### src/rtl/row_request_arbiter_if.sv
// rtl/row_request_arbiter_if.sv - source/ECD_Master row-request bundle with completion return
interface row_request_arbiter_if #(
    parameter int NUM_SRC         = 4,
    parameter int DATA_W          = 256,
    parameter int MAX_OUTSTANDING = 8
);
    localparam int CNT_W = $clog2(MAX_OUTSTANDING + 1);

    logic [NUM_SRC*DATA_W-1:0] s_tdata;
    logic [NUM_SRC-1:0]        s_tvalid;
    logic [NUM_SRC-1:0]        s_tready;
    logic [NUM_SRC-1:0]        src_enable;
    logic [DATA_W-1:0]         m_tdata;
    logic                      m_tvalid;
    logic                      m_tlast;
    logic                      m_tready;
    logic                      row_complete_in;
    logic [NUM_SRC-1:0]        row_complete_out;
    logic [CNT_W-1:0]          outstanding_out;
    logic                      idle_out;
    logic                      error_out;

    modport master (
        output s_tdata, s_tvalid, src_enable, m_tready, row_complete_in,
        input  s_tready, m_tdata, m_tvalid, m_tlast, row_complete_out,
        input  outstanding_out, idle_out, error_out
    );

    modport slave (
        input  s_tdata, s_tvalid, src_enable, m_tready, row_complete_in,
        output s_tready, m_tdata, m_tvalid, m_tlast, row_complete_out,
        output outstanding_out, idle_out, error_out
    );
endinterface

### src/rtl/row_request_arbiter.sv
// rtl/row_request_arbiter.sv - round-robin row-request arbiter with outstanding cap and completion routing
module row_request_arbiter #(
    parameter int NUM_SRC         = 4,
    parameter int DATA_W          = 256,
    parameter int MAX_OUTSTANDING = 8
) (
    input  logic                 clk,
    input  logic                 resetn,
    row_request_arbiter_if.slave bus
);
    localparam int SRC_W = (NUM_SRC > 1) ? $clog2(NUM_SRC) : 1;
    localparam int PTR_W = $clog2(MAX_OUTSTANDING);
    localparam int CNT_W = $clog2(MAX_OUTSTANDING + 1);

    logic [SRC_W-1:0]   rr_ptr_q, rr_ptr_d;
    logic [DATA_W-1:0]  m_tdata_q;
    logic               m_tvalid_q;
    logic [CNT_W-1:0]   cnt_q, cnt_d;
    logic [SRC_W-1:0]   owner_mem [MAX_OUTSTANDING];
    logic [PTR_W-1:0]   wr_ptr_q, rd_ptr_q;
    logic [NUM_SRC-1:0] rc_out_q, rc_out_d;
    logic               error_q;

    logic [NUM_SRC-1:0] eligible;
    logic [SRC_W-1:0]   grant_idx;
    logic               found;
    logic               can_load;
    logic               grant;
    logic               pop;
    logic               orphan;

    // Rotating priority: first eligible source at or above the pointer, wrapping.
    always_comb begin
        eligible  = bus.s_tvalid & bus.src_enable;
        found     = 1'b0;
        grant_idx = '0;
        for (int k = 0; k < NUM_SRC; k++) begin
            if (!found && eligible[(int'(rr_ptr_q) + k) % NUM_SRC]) begin
                found     = 1'b1;
                grant_idx = SRC_W'((int'(rr_ptr_q) + k) % NUM_SRC);
            end
        end
    end

    // Credit is taken at grant time; the cap check sees the pre-completion count.
    always_comb begin
        can_load = !m_tvalid_q || bus.m_tready;
        grant    = can_load && (cnt_q < CNT_W'(MAX_OUTSTANDING)) && found;
        pop      = bus.row_complete_in && (cnt_q != '0);
        orphan   = bus.row_complete_in && (cnt_q == '0);
        cnt_d    = cnt_q + CNT_W'(grant) - CNT_W'(pop);
        rc_out_d = pop ? (NUM_SRC'(1) << owner_mem[rd_ptr_q]) : '0;
        rr_ptr_d = rr_ptr_q;
        if (grant) begin
            rr_ptr_d = (grant_idx == SRC_W'(NUM_SRC - 1)) ? '0 : grant_idx + 1'b1;
        end
    end

    always_ff @(posedge clk) begin
        if (!resetn) begin
            rr_ptr_q   <= '0;
            m_tdata_q  <= '0;
            m_tvalid_q <= 1'b0;
            cnt_q      <= '0;
            wr_ptr_q   <= '0;
            rd_ptr_q   <= '0;
            rc_out_q   <= '0;
            error_q    <= 1'b0;
        end else begin
            rr_ptr_q <= rr_ptr_d;
            cnt_q    <= cnt_d;
            rc_out_q <= rc_out_d;
            if (grant) begin
                m_tdata_q  <= bus.s_tdata[int'(grant_idx)*DATA_W +: DATA_W];
                m_tvalid_q <= 1'b1;
                wr_ptr_q   <= wr_ptr_q + 1'b1;
            end else if (bus.m_tready) begin
                m_tvalid_q <= 1'b0;
            end
            if (pop) begin
                rd_ptr_q <= rd_ptr_q + 1'b1;
            end
            if (orphan) begin
                error_q <= 1'b1;
            end
        end
    end

    // Owner storage needs no reset: occupancy is defined by the pointers and count.
    always_ff @(posedge clk) begin
        if (resetn && grant) begin
            owner_mem[wr_ptr_q] <= grant_idx;
        end
    end

    assign bus.s_tready         = grant ? (NUM_SRC'(1) << grant_idx) : '0;
    assign bus.m_tdata          = m_tdata_q;
    assign bus.m_tvalid         = m_tvalid_q;
    assign bus.m_tlast          = 1'b1;
    assign bus.row_complete_out = rc_out_q;
    assign bus.outstanding_out  = cnt_q;
    assign bus.idle_out         = (cnt_q == '0) && !m_tvalid_q;
    assign bus.error_out        = error_q;
endmodule

### src/flat_wrapper.sv
// flat-port wrapper written by rule: the top's interface ports become plain ports
module row_request_arbiter_flat 
#(
    parameter int NUM_SRC         = 4,
    parameter int DATA_W          = 256,
    parameter int MAX_OUTSTANDING = 8
)
  (clk, resetn, bus_s_tdata, bus_s_tvalid, bus_src_enable, bus_m_tready, bus_row_complete_in, bus_s_tready, bus_m_tdata, bus_m_tvalid, bus_m_tlast, bus_row_complete_out, bus_outstanding_out, bus_idle_out, bus_error_out);
  row_request_arbiter_if #(.NUM_SRC(NUM_SRC), .DATA_W(DATA_W), .MAX_OUTSTANDING(MAX_OUTSTANDING)) bus_i ();
  input  logic clk;
  input  logic resetn;
  input wire logic [$bits(bus_i.s_tdata)-1:0] bus_s_tdata;
  input wire logic [$bits(bus_i.s_tvalid)-1:0] bus_s_tvalid;
  input wire logic [$bits(bus_i.src_enable)-1:0] bus_src_enable;
  input wire logic [$bits(bus_i.m_tready)-1:0] bus_m_tready;
  input wire logic [$bits(bus_i.row_complete_in)-1:0] bus_row_complete_in;
  output wire logic [$bits(bus_i.s_tready)-1:0] bus_s_tready;
  output wire logic [$bits(bus_i.m_tdata)-1:0] bus_m_tdata;
  output wire logic [$bits(bus_i.m_tvalid)-1:0] bus_m_tvalid;
  output wire logic [$bits(bus_i.m_tlast)-1:0] bus_m_tlast;
  output wire logic [$bits(bus_i.row_complete_out)-1:0] bus_row_complete_out;
  output wire logic [$bits(bus_i.outstanding_out)-1:0] bus_outstanding_out;
  output wire logic [$bits(bus_i.idle_out)-1:0] bus_idle_out;
  output wire logic [$bits(bus_i.error_out)-1:0] bus_error_out;
  assign bus_i.s_tdata = bus_s_tdata;
  assign bus_i.s_tvalid = bus_s_tvalid;
  assign bus_i.src_enable = bus_src_enable;
  assign bus_i.m_tready = bus_m_tready;
  assign bus_i.row_complete_in = bus_row_complete_in;
  assign bus_s_tready = bus_i.s_tready;
  assign bus_m_tdata = bus_i.m_tdata;
  assign bus_m_tvalid = bus_i.m_tvalid;
  assign bus_m_tlast = bus_i.m_tlast;
  assign bus_row_complete_out = bus_i.row_complete_out;
  assign bus_outstanding_out = bus_i.outstanding_out;
  assign bus_idle_out = bus_i.idle_out;
  assign bus_error_out = bus_i.error_out;
  row_request_arbiter #(.NUM_SRC(NUM_SRC), .DATA_W(DATA_W), .MAX_OUTSTANDING(MAX_OUTSTANDING)) u_core (.clk(clk), .resetn(resetn), .bus(bus_i));
endmodule
### config.mk
export PLATFORM = sky130hd
export DESIGN_NAME = row_request_arbiter_flat
export DESIGN_NICKNAME = d
export VERILOG_FILES = /design/src/rtl/row_request_arbiter_if.sv /design/src/rtl/row_request_arbiter.sv /design/src/flat_wrapper.sv
export SDC_FILE = /design/constraint.sdc
export NUM_CORES = 1
export LEC_CHECK = 0
export BUFFER_PORTS_ARGS = -buffer_cell sky130_fd_sc_hd__clkbuf_2
export CAP_MARGIN = 30
export CORE_AREA = 2 2 504 506
export CTS_BUF_LIST = sky130_fd_sc_hd__clkbuf_4
export CTS_CLUSTER_SIZE = 14
export DETAILED_ROUTE_END_ITERATION = 8
export DIE_AREA = 0 0 506 508
export PLACE_DENSITY = 0.31
export RECOVER_POWER = 25
export SYNTH_ARGS = -nofsm -noshare
export SYNTH_HDL_FRONTEND = slang
export SYNTH_SLANG_ARGS = --single-unit
export TNS_END_PERCENT = 50
### constraint.sdc
create_clock -name clk -period 2.5 [get_ports clk]
set_input_delay 0.5 -clock clk [delete_from_list [all_inputs] [get_ports clk]]
set_output_delay 0.5 -clock clk [all_outputs]
set_load 0.01 [all_outputs]
==> summary.txt, run 1 <==
Synth
  – Mux cell area share after synthesis: approximately a third
  – Synth Area in XOR/XNOR: less than 1%
  – Ys flop type: dfxtp_1
  – Async SR Flop Fraction: 0%
  – Synth area leaders: dfxtp_1, mux2i_1, o221ai_1
  – Synth warn: 0
  – Number of synthesized flops with an enable pin: 16
  – Sequential fraction of the synthesis area: between 30 and 40%
  – Compound-Gate Fraction of Synth Area: 14.15%
  – Main combinational cell family by area after synthesis: multiplexers
  – Syn Area/Cell: 10.60 um^2
  – Simple-gate share of the synthesized area: under 10%
  – Post-synthesis net count: between 2k and 3k
  – Count leader, synth: mux2i_1
  – Most common library cells after synthesis: mux2i_1, dfxtp_1, nand2_1, o221ai_1, buf_2
  – FF+latch count, synth: a little under 300
  – Netlist cell types: 43
  – Syn Std Cell Area: roughly 17000 um^2
  – Synth top area share: approximately 33%
  – Adder-Cell Fraction of Synth Area: less than 1%
  – Cell taking the most area after synthesis: dfxtp_1
  – Cell count after synthesis: about 1.6k

Worst setup path
  – Startpoint Class: flip-flop
  – WP data arrival: around 2.6 ns
  – Crit end category: primary output
  – CP max FO: 4
  – Critical path class: reg2out
  – Worst EP required: 2.00 ns

Clocking
  – TritonCTS Buffers: approximately 100
  – Clk sinks: 293
  – Root Buffer: clkbuf_4
  – H-Tree Depth: 3
  – Clock buffer depth: 3
  – CTS Hold Buffers Added: between 1k and 1.5k
  – Skew-Pair Late Insertion Delay: approximately 1.1 ns
  – CTS tree: built
  – Clock transition at the registers of the reported paths: 0.07 ns

Timing
  – Worst-Margin Slew: 0.4997 ns
  – Tmin final: slightly above 3 ns
  – Max Clock Skew: a little over 0.09 ns
  – Max-slew violations: 0
  – Crit share post-route: 123.8%
  – Hold Slack: between 0.1 and 0.15 ns
  – Final Hold Viols: 0
  – RSZ-0062 raised after global routing: true
  – Setup ws final: -0.5944 ns
  – Final setup viols: 6
  – Setup_tns: -2.413 ns
  – Max-Slew Margin vs Limit: between 60% and 70%
  – FMAX: around 0.32 GHz

Die
  – I/O pin cnt: approximately 1.3k
  – Core Box Area: about 250000 um^2
  – Die ar.: between 200000 and 300000 um^2
  – Die height: ~500 um
  – Row count: roughly 190
  – Initial Utilization: under 10%
  – Die Wd: just over 500 um

Power and ir drop
  – Pint: between 10000 and 15000 uW
  – Register share of total power: around 29%
  – Comb power frac: between 40% and 50%
  – Clock share of power: approximately 25%
  – Maximum vdd drop: roughly 0.37 mV
  – P_leak: around 0.018 uW
  – Pwr/cell area: between 500 and 600 nW/um^2
  – Switching power share of the total: between 40% and 50%
  – Sw power: around 9600 uW

Placement
  – Worst slack at placement: -0.6532 ns
  – Port Buf Inserts: about 1.3k
  – Post-DP HPWL: about 170000 um
  – Post-Place Cells: 6245
  – Global placement routability congestion: approximately 0.91

Final layout
  – Syn-to-layout area delta: 141.2%
  – Util after Layout: 15.94%
  – Layout cells sized above 1: about two fifths
  – Post-Layout Cell Count: approximately 7.6k
  – Nets: 5089

Drt
  – WL final: about 200000 um
  – Drt pass-1 iters: 5
  – Vias: 25.16k
  – Vias per inst: 3.319
  – DRC errors left: 0
  – Remaining antenna violation count after routing: 0
  – Initial DRC Count: between 1.5k and 2k
  – Wirelength per Cell: roughly 26 um

Status
  – Status: complete, but fails checks
  – Failing checks: negative setup slack

Job
  – Max-Cap Viols: 0

Global route
  – Initial antenna violation count: 274
  – GR Overflow Total: 0
  – Pin count of the biggest net entering global routing: 43
  – GRT Util Overall: ~15%
  – First-pass GRT wire length: ~250000 um
  – Vias in the first global route: between 20k and 30k

Min path
  – Hold Crit Class: in2reg
per-stage QoR:
| stage | power, uW | instance area, um^2 |
|---|---|---|
| 2_1_floorplan | 11290 | 16670 |
| 3_3_place_gp | 15570 | 27490 |
| 3_5_place_dp | 15590 | 27490 |
| 4_1_cts | 23920 | 39700 |
| 5_1_grt | 24990 | 40070 |
| 6_report | 23640 | 40210 |
power by group through the flow:
stage	sequential, uW	clock, uW	combinational [uW]
final	6770	5900	11000
after global routing	6880	6450	11600
after CTS	6740	6290	10900
after detailed placement	6810	0	8780
after global placement	6810	0	8760
after floorplan	7050	0	4240
worst max-delay path: stages (launching register included):
cell and delay, ns:
dfxtp_2 0.34, nand3b_1 0.29, o311ai_4 0.12, o21a_4 0.21, buf_6 0.11, inv_4 0.04
ha_4 0.14, and2_4 0.13, buf_6 0.11
registers in the layout, indices dropped and copies added (netlist names), named ones only:
| name | flops |
|---|---|
| u_core.bus.m_tdata | 256 |
| u_core.rd_ptr_q | 3 |
| u_core.bus.m_tvalid | 1 |
| u_core.bus.row_complete_out | 4 |
| u_core.rr_ptr_q | 2 |
| u_core.bus.error_out | 1 |
| u_core.bus.outstanding_out | 4 |
| u_core.wr_ptr_q | 3 |
| u_core.owner_mem | 16 |
per-layer routing:
metal  track usage, %  part of all wire [%]  vias up
met3            6.507                    11      533
met1            17.66                    41    11710
met4            3.955                   2.9      174
met5                0                  0.58        -
met2            23.83                    45     1595
li1                 -                     -    11150
final cells by class:
class,count,area [um^2]
flip-flops and latches,293,6041
fillers,28730,212100
clock buffers,156,1171
repair buffers,2514,18870
diodes,98,245.2
inverters,10,40.04
clock inverters,22,138.9
well taps,3366,4212
multi-input cells,1121,9499
cell usage in the layout, fill, tap and decap left out, types with 3 or more instances in the layout:
cell,n
mux2i_1,493
buf_4,116
ha_4,4
dfxtp_1,267
clkbuf_16,3
nor3_1,5
diode_2,98
and2_1,9
nor2b_1,9
mux4_2,4
clkbuf_4,157
clkbuf_2,1298
nor2_1,4
buf_6,12
o221ai_1,256
mux2i_2,7
clkinv_1,14
inv_2,3
mux2i_4,18
dfxtp_2,9
ha_1,6
edfxtp_1,16
xor2_1,4
dlygate4sd3_1,1045
inv_1,6
buf_16,4
inv_6,3
and2_4,5
buf_12,31
nand2_1,266
kinds of logic after synthesis:
group                    after synthesis
other                                  1
flip-flops                           293
AO/OA/AOI/OAI                        270
adder cells (fa/ha/maj)               12
AND/OR/NAND/NOR                      310
multiplexers                         522
XOR/XNOR                               6
buffers and inverters                159
final timing paths:
path / from / end / slack [ns] / cells past startpoint
min reg2reg: u_core.bus.m_tdata[234] / u_core.bus.m_tdata[234] / 0.46 / 2
max: u_core.rr_ptr_q[0] / bus_s_tready[1] / -0.59 / 8
min: bus_src_enable[3] / u_core.owner_mem[6][1] / 0.11 / 5
max reg2reg: u_core.rr_ptr_q[0] / u_core.bus.m_tdata[76] / -0.01 / 9
timing repair:
action / CTS / global route
cloned: 2 / 3
setup endpoints to repair: 35 / 40
hold endpoints to repair: 288 / 1
pin swaps: 3 / 4
gates resized for setup: 73 / 32
buffers inserted: 5 / 6
(Power assumes the default switching activity.)
==> run 2: changes to the inputs <==
--- a/config.mk
+++ b/config.mk
@@ -14,6 +14,7 @@
 export DIE_AREA = 0 0 506 508
 export PLACE_DENSITY = 0.31
 export RECOVER_POWER = 25
+export SKIP_LAST_GASP = 1
 export SYNTH_ARGS = -nofsm -noshare
 export SYNTH_HDL_FRONTEND = slang
 export SYNTH_SLANG_ARGS = --single-unit
==> run 2 against run 1 <==
The flow still finishes with violations (negative setup slack); non-clock buffer count unchanged; setup slack improved by 0.0011 ns; cell area barely moved; total power shrank 0.15%; sequential cell count stayed put; combinational power hardly changed; highest routed layer unchanged; sequential share of layout area about the same.
==> summary.txt, run 2 (same netlist as run 1, synthesis figures left out) <==
Timing
  – Crit share post-route: 123.7% (was 123.8%)
  – Tmin final: 3.093 ns (was 3.094 ns)
  – Final Hold Viols: 0 (unchanged)
  – Max-Slew Margin vs Limit: 65.73% (was 65.74%)
  – Final setup viols: 11 (was 6)
  – FMAX: 0.3233 GHz (was 0.3232 GHz)
  – RSZ-0062 raised after global routing: true (unchanged)
  – Max Clock Skew: 0.09539 ns (was 0.09353 ns)
  – Worst-Margin Slew: 0.4998 ns (was 0.4997 ns)
  – Max-slew violations: 0 (unchanged)
  – Setup ws final: -0.5933 ns (was -0.5944 ns)

Min path
  – Hold Crit Class: in2reg (unchanged)
  – WHS Endpoint: u_core.owner_mem[6][1] (unchanged)
  – HP Start: bus_src_enable[3] (unchanged)
  – WHS Path Cells: 5 (unchanged)

Clocking
  – Root Buffer: clkbuf_4 (unchanged)
  – H-Tree Depth: 3 (unchanged)
  – Clock transition at the registers of the reported paths: 0.07 ns (about the same)
  – CTS tree: built (unchanged)
  – TritonCTS Buffers: 101 (unchanged)
  – Clk sinks: 293 (unchanged)
  – CTS Hold Buffers Added: 1045 (unchanged)
  – Skew-Pair Late Insertion Delay: 1.09 ns (was 1.10 ns)
  – Clock buffer depth: 3 (unchanged)

Global route
  – First-pass GRT wire length: 250800 um (was 251000 um)
  – Vias in the first global route: 25.84k (was 25.85k)
  – Initial antenna violation count: 273 (was 274)
  – GR Overflow Total: 0 (unchanged)
  – Pin count of the biggest net entering global routing: 43 (unchanged)
  – GRT Util Overall: 14.75% (about the same)

Power and ir drop
  – P_leak: 0.01762 uW (about the same)
  – Pint: 14040 uW (was 14060 uW)
  – Register share of total power: 28.6% (about the same)
  – Switching power share of the total: 40.50% (was 40.52%)
  – Clock share of power: 25.0% (about the same)
  – Maximum vdd drop: 0.3511 mV (was 0.3700 mV)
  – Final Power: 23600 uW (was 23640 uW)
  – Sw power: 9560 uW (was 9577 uW)
  – Comb power frac: 46.4% (about the same)
  – Pwr/cell area: 587.3 nW/um^2 (was 587.8 nW/um^2)

Drt
  – Vias per inst: 3.323 (was 3.319)
  – Drt pass-1 iters: 5 (unchanged)
  – WL final: 199800 um (was 200200 um)
  – Wirelength per Cell: 26.39 um (was 26.41 um)
  – Vias: 25.16k (about the same)
  – DRC errors left: 0 (unchanged)
  – Initial DRC Count: 1553 (was 1573)
  – Remaining antenna violation count after routing: 0 (unchanged)

Worst setup path
  – Cell mode on critical path: buf_6 (unchanged)
  – WP data arrival: 2.59 ns (about the same)
  – Cell Chain, Critical Path: nand3b_1 -> o311ai_4 -> o21a_4 -> buf_6 -> inv_4 -> ha_4 -> and2_4 -> buf_6 (unchanged)
  – CP max FO: 4 (unchanged)
  – Worst r2r path cells: 9 (unchanged)
  – Critical path class: reg2out (unchanged)
  – Worst flop-to-flop path startpoint: u_core.rr_ptr_q[0] (unchanged)
  – CP top delay family: simple AND/OR/NAND/NOR gates (unchanged)
  – Critical R2R Capture: u_core.bus.m_tdata[33] (was u_core.bus.m_tdata[76])
  – Worst EP required: 2.00 ns (about the same)
  – Startpoint Class: flip-flop (unchanged)
  – Crit end category: primary output (unchanged)
  – WP buf/inv: 3 (unchanged)
  – R2R setup slack: -0.06 ns (was -0.01 ns)
  – Crit-path max cell delay: 0.34 ns (about the same)
  – Crit-path slowest cell: dfxtp_2 (unchanged)

Final layout
  – Layout cells sized above 1: 41.11% (was 41.25%)
  – Nets: 5089 (unchanged)
  – Largest register FFs: 256 (unchanged)
  – Post-Layout Cell Count: 7572 (was 7580)
  – Syn-to-layout area delta: 141.0% (was 141.2%)
  – Most frequent cells in the layout: clkbuf_2, dlygate4sd3_1, mux2i_1 (unchanged)
  – Most common cell after layout, fill and taps aside: clkbuf_2 (unchanged)

Placement
  – Worst slack at placement: -0.6532 ns (unchanged)
  – Post-DP HPWL: 174100 um (unchanged)
  – Global placement routability congestion: 0.9055 (unchanged)
  – Post-Place Cells: 6245 (unchanged)
  – Port Buf Inserts: 1306 (unchanged)

Status
  – Failing checks: negative setup slack (unchanged)
  – Status: complete, but fails checks (unchanged)

Die
  – Row count: 185 (unchanged)
  – Die ar.: 257000 um^2 (unchanged)
  – Core Box Area: 252300 um^2 (unchanged)
  – Initial Utilization: 6.608% (unchanged)
  – Die height: 508 um (unchanged)
  – I/O pin cnt: 1308 (unchanged)
  – Die Wd: 506 um (unchanged)

Job
  – Max-Cap Viols: 0 (unchanged)
[run 2: final cells by class]
class / count / area (um^2)
Clock buffer: 156 / 1171
Timing Repair Buffer: 2514 / 18850
Multi-Input combinational cell: 1121 / 9518
Sequential cell: 293 / 6033
Tap cell: 3366 / 4212
Fill cell: 28730 / 212100
Inverter: 10 / 40.04
Clock inverter: 22 / 138.9
Antenna cell: 90 / 225.2
[run 2: power groups by stage]
stage | Sequential (uW) | Combinational, uW | Clock, uW
final | 6760 | 11000 | 5890
after global routing | 6870 | 11600 | 6450
after CTS | 6730 | 10800 | 6290
after detailed placement | 6810 | 8780 | 0
after global placement | 6810 | 8760 | 0
after floorplan | 7050 | 4240 | 0
[run 2: through the flow]
stage / setup TNS [ns] / instance area, um^2 / hold WS [ns] / utilization (%)
4_1_cts: -5.758 / 39580 / -0.2274 / 15.69
3_3_place_gp: -14.55 / 27490 / 0.4445 / 10.90
3_5_place_dp: -16.02 / 27490 / 0.4461 / 10.90
5_1_grt: -8.859 / 40060 / -0.08337 / 15.88
2_1_floorplan: 0 / 16670 / 0.4997 / -
6_report: -2.547 / 40190 / 0.1096 / 15.93
[run 2: timing repair]
| action | 4_1_cts | 5_1_grt |
|---|---|---|
| pin swaps | 1 | 4 |
| gates resized for setup | 44 | 57 |
| setup endpoints to repair | 35 | 45 |
| gates cloned | 2 | 3 |
| endpoints found under the hold margin | 288 | 1 |
| buffers inserted | 5 | 6 |
[run 2: worst reg2reg max path, stage by stage (launching register included)]
cell	delay [ns]
dfxtp_2	0.34
nand3b_1	0.29
o311ai_4	0.13
o21a_4	0.21
buf_4	0.25
buf_16	0.20
buf_4	0.22
bufbuf_16	0.31
mux2i_1	0.26
o221ai_1	0.14
[run 2: how the worst max path moves through the flow]
stage / start / depth (start not counted) / end / slack [ns]
2_1_floorplan: bus_s_tvalid[1] / 9 / bus_s_tready[0] / 0.06
3_3_place_gp: bus_src_enable[0] / 8 / u_core.bus.m_tdata[60] / -0.63
3_5_place_dp: bus_src_enable[0] / 8 / u_core.bus.m_tdata[61] / -0.65
4_1_cts: u_core.rr_ptr_q[0] / 7 / bus_s_tready[3] / -0.90
5_1_grt: u_core.rr_ptr_q[0] / 8 / bus_s_tready[0] / -0.89
6_report: u_core.rr_ptr_q[0] / 8 / bus_s_tready[1] / -0.59
[run 2: per-layer routing]
metal / vias to the layer above / GRT usage [%] / routed length, um
met4: 178 / 4.092 / 6405
li1: 11140 / - / -
met5: - / 0 / 1196
met2: 1601 / 23.76 / 89700
met1: 11700 / 17.65 / 81350
met3: 540 / 6.517 / 21190
==> run 3: changes to the inputs <==
--- a/config.mk
+++ b/config.mk
@@ -7,11 +7,11 @@
 export LEC_CHECK = 0
 export BUFFER_PORTS_ARGS = -buffer_cell sky130_fd_sc_hd__clkbuf_2
 export CAP_MARGIN = 30
-export CORE_AREA = 2 2 504 506
+export CORE_AREA = 4 4 506 508
 export CTS_BUF_LIST = sky130_fd_sc_hd__clkbuf_4
 export CTS_CLUSTER_SIZE = 14
 export DETAILED_ROUTE_END_ITERATION = 8
-export DIE_AREA = 0 0 506 508
+export DIE_AREA = 0 0 510 512
 export PLACE_DENSITY = 0.31
 export RECOVER_POWER = 25
 export SKIP_LAST_GASP = 1
==> run 3 against run 2 <==
The run still ends with negative setup slack left; core utilization hardly changed; sequential cell count is the same; critical path depth down 1; cell area decreased by 0.66%; largest cell class unchanged; largest power group unchanged.
==> summary.txt, run 3 (same netlist as run 1, synthesis figures left out) <==
Status
  – Status: complete, but fails checks (unchanged)
  – Failing checks: negative setup slack (unchanged)

Worst setup path
  – Worst EP required: 2.00 ns (about the same)
  – Crit end category: primary output (unchanged)
  – Startpoint Class: flip-flop (unchanged)
  – R2R setup slack: -0.17 ns (was -0.06 ns)
  – WP data arrival: 2.46 ns (was 2.59 ns)
  – CP max FO: 4 (unchanged)
  – Critical path class: reg2out (unchanged)

Clocking
  – H-Tree Depth: 3 (unchanged)
  – CTS tree: built (unchanged)
  – Clock buffer depth: 3 (unchanged)
  – TritonCTS Buffers: 101 (unchanged)
  – Clock transition at the registers of the reported paths: 0.06 ns (was 0.07 ns)
  – Clk sinks: 293 (unchanged)
  – Root Buffer: clkbuf_4 (unchanged)
  – Skew-Pair Late Insertion Delay: 1.11 ns (was 1.09 ns)

Timing
  – RSZ-0062 raised after global routing: true (unchanged)
  – Final setup viols: 12 (was 11)
  – Max-Slew Margin vs Limit: 62.62% (was 65.73%)
  – Setup ws final: -0.4596 ns (was -0.5933 ns)
  – Max Clock Skew: 0.09702 ns (was 0.09539 ns)
  – Final Hold Viols: 0 (unchanged)
  – FMAX: 0.3379 GHz (was 0.3233 GHz)
  – Crit share post-route: 118.4% (was 123.7%)
  – Worst-Margin Slew: 0.5556 ns (was 0.4998 ns)
  – Tmin final: 2.960 ns (was 3.093 ns)
  – Setup_tns: -2.496 ns (was -2.547 ns)
  – Max-slew violations: 0 (unchanged)

Drt
  – Drt pass-1 iters: 5 (unchanged)
  – Vias: 25.02k (was 25.16k)
  – Initial DRC Count: 1519 (was 1553)
  – Wirelength per Cell: 26.32 um (was 26.39 um)
  – Remaining antenna violation count after routing: 0 (unchanged)
  – WL final: 199100 um (was 199800 um)
  – DRC errors left: 0 (unchanged)
  – Vias per inst: 3.307 (was 3.323)

Global route
  – Vias in the first global route: 25.98k (was 25.84k)
  – Routing usage on met1: 17.11% (was 17.65%)
  – GRT Util Overall: 14.52% (was 14.75%)
  – Pin count of the biggest net entering global routing: 46 (was 43)
  – Initial antenna violation count: 244 (was 273)
  – GR peak layer: met2 (unchanged)
  – GR Overflow Total: 0 (unchanged)
  – First-pass GRT wire length: 251400 um (was 250800 um)
  – Met3 Use GR: 6.013% (was 6.517%)
  – Met2 global-route usage: 23.79% (was 23.76%)

Power and ir drop
  – P_leak: 0.01765 uW (was 0.01762 uW)
  – Sw power: 9553 uW (was 9560 uW)
  – Pwr/cell area: 589.4 nW/um^2 (was 587.3 nW/um^2)
  – Register share of total power: 29.2% (was 28.6%)
  – Comb power frac: 45.7% (was 46.4%)
  – Maximum vdd drop: 0.3617 mV (was 0.3511 mV)
  – Pint: 13980 uW (was 14040 uW)
  – Switching power share of the total: 40.60% (was 40.50%)
  – Clock share of power: 25.0% (about the same)

Die
  – Row count: 184 (was 185)
  – I/O pin cnt: 1308 (unchanged)
  – Initial Utilization: 6.638% (was 6.608%)
  – Die Wd: 510 um (was 506 um)
  – Die ar.: 261100 um^2 (was 257000 um^2)
  – Core Box Area: 251200 um^2 (was 252300 um^2)
  – Die height: 512 um (was 508 um)

Final layout
  – Most common cell after layout, fill and taps aside: clkbuf_2 (unchanged)
  – Largest register FFs: 256 (unchanged)
  – Nets: 5114 (was 5089)
  – Layout fillers: 28.53k (was 28.73k)
  – Most frequent cells in the layout: clkbuf_2, dlygate4sd3_1, mux2i_1 (unchanged)
  – Syn-to-layout area delta: 139.4% (was 141.0%)
  – Layout cells sized above 1: 41.00% (was 41.11%)
  – Post-Layout Cell Count: 7566 (was 7572)

Placement
  – Port Buf Inserts: 1306 (unchanged)
  – Worst slack at placement: -0.3866 ns (was -0.6532 ns)
  – Post-DP HPWL: 175700 um (was 174100 um)
  – Post-Place Cells: 6263 (was 6245)
  – Global placement routability congestion: 0.9453 (was 0.9055)

Min path
  – Hold Crit Class: in2reg (unchanged)

Job
  – Max-Cap Viols: 0 (unchanged)
run 3: cell types whose count changed in the layout (fill, tap and decap cells not counted), moves of 6 or more:
cell,delta
dlygate4sd3_1,-6
diode_2,-9
buf_12,+6
mux2i_4,-21
buf_4,+30
mux2i_1,+22
run 3: critical path, stage by stage (launching register included):
cell and delay [ns]:
dfxtp_2 0.34, nand3b_1 0.25, o311ai_4 0.13, o21a_4 0.23, inv_4 0.06, ha_4 0.15
and2_4 0.14, buf_8 0.12
run 3: power by group through the flow:
| stage | logic [uW] | clock network (uW) | registers, uW |
|---|---|---|---|
| 3_3_place_gp | 8980 | 0 | 6920 |
| 3_5_place_dp | 9010 | 0 | 6910 |
| 5_1_grt | 11500 | 6440 | 6970 |
| 4_1_cts | 10900 | 6280 | 6850 |
| 2_1_floorplan | 4240 | 0 | 7050 |
| 6_report | 10800 | 5890 | 6880 |
run 3: worst paths after layout:
check	start	end	depth (start not counted)
max	u_core.rr_ptr_q[0]	bus_s_tready[0]	7
min	bus_s_tdata[1016]	u_core.bus.m_tdata[248]	4
max reg2reg	u_core.rr_ptr_q[0]	u_core.bus.m_tdata[8]	9
min reg2reg	u_core.bus.m_tdata[181]	u_core.bus.m_tdata[181]	2
run 3: metal layers:
metal	part of all wire (%)	wire length (um)
met1	40	80270
met2	45	90290
met3	10	20410
met4	3.6	7128
met5	0.53	1046
run 3: cell type report:
type | instances | area [um^2] | share of cell area (%)
antenna | 81 | 202.7 | 0.5077
clock buffer | 154 | 1156 | 2.896
clock inverter | 20 | 153.9 | 0.3855
inverter | 10 | 40.04 | 0.1003
multi-input combinational | 1121 | 9245 | 23.16
sequential | 293 | 6037 | 15.12
tap | 3348 | 4189 | 10.49
timing repair buffer | 2539 | 18900 | 47.34
run 3: stage by stage:
step,util [%],hold WS (ns),total power [uW],cell area [um^2]
finish,15.89,0.2582,23530,39920
global route,15.86,0.08697,24870,39840
CTS,15.79,0.002953,24010,39650
detailed placement,11.06,0.4475,15920,27780
global placement,11.06,0.4446,15900,27780
floorplan,-,0.4997,11290,16670
run 3: timing repair:
action	4_1_cts	5_1_grt
setup buffers	6	4
pin swaps	4	3
gates resized for setup	33	18
hold endpoints to repair	277	0
setup endpoints to repair	22	52
hold buffers	1039	0
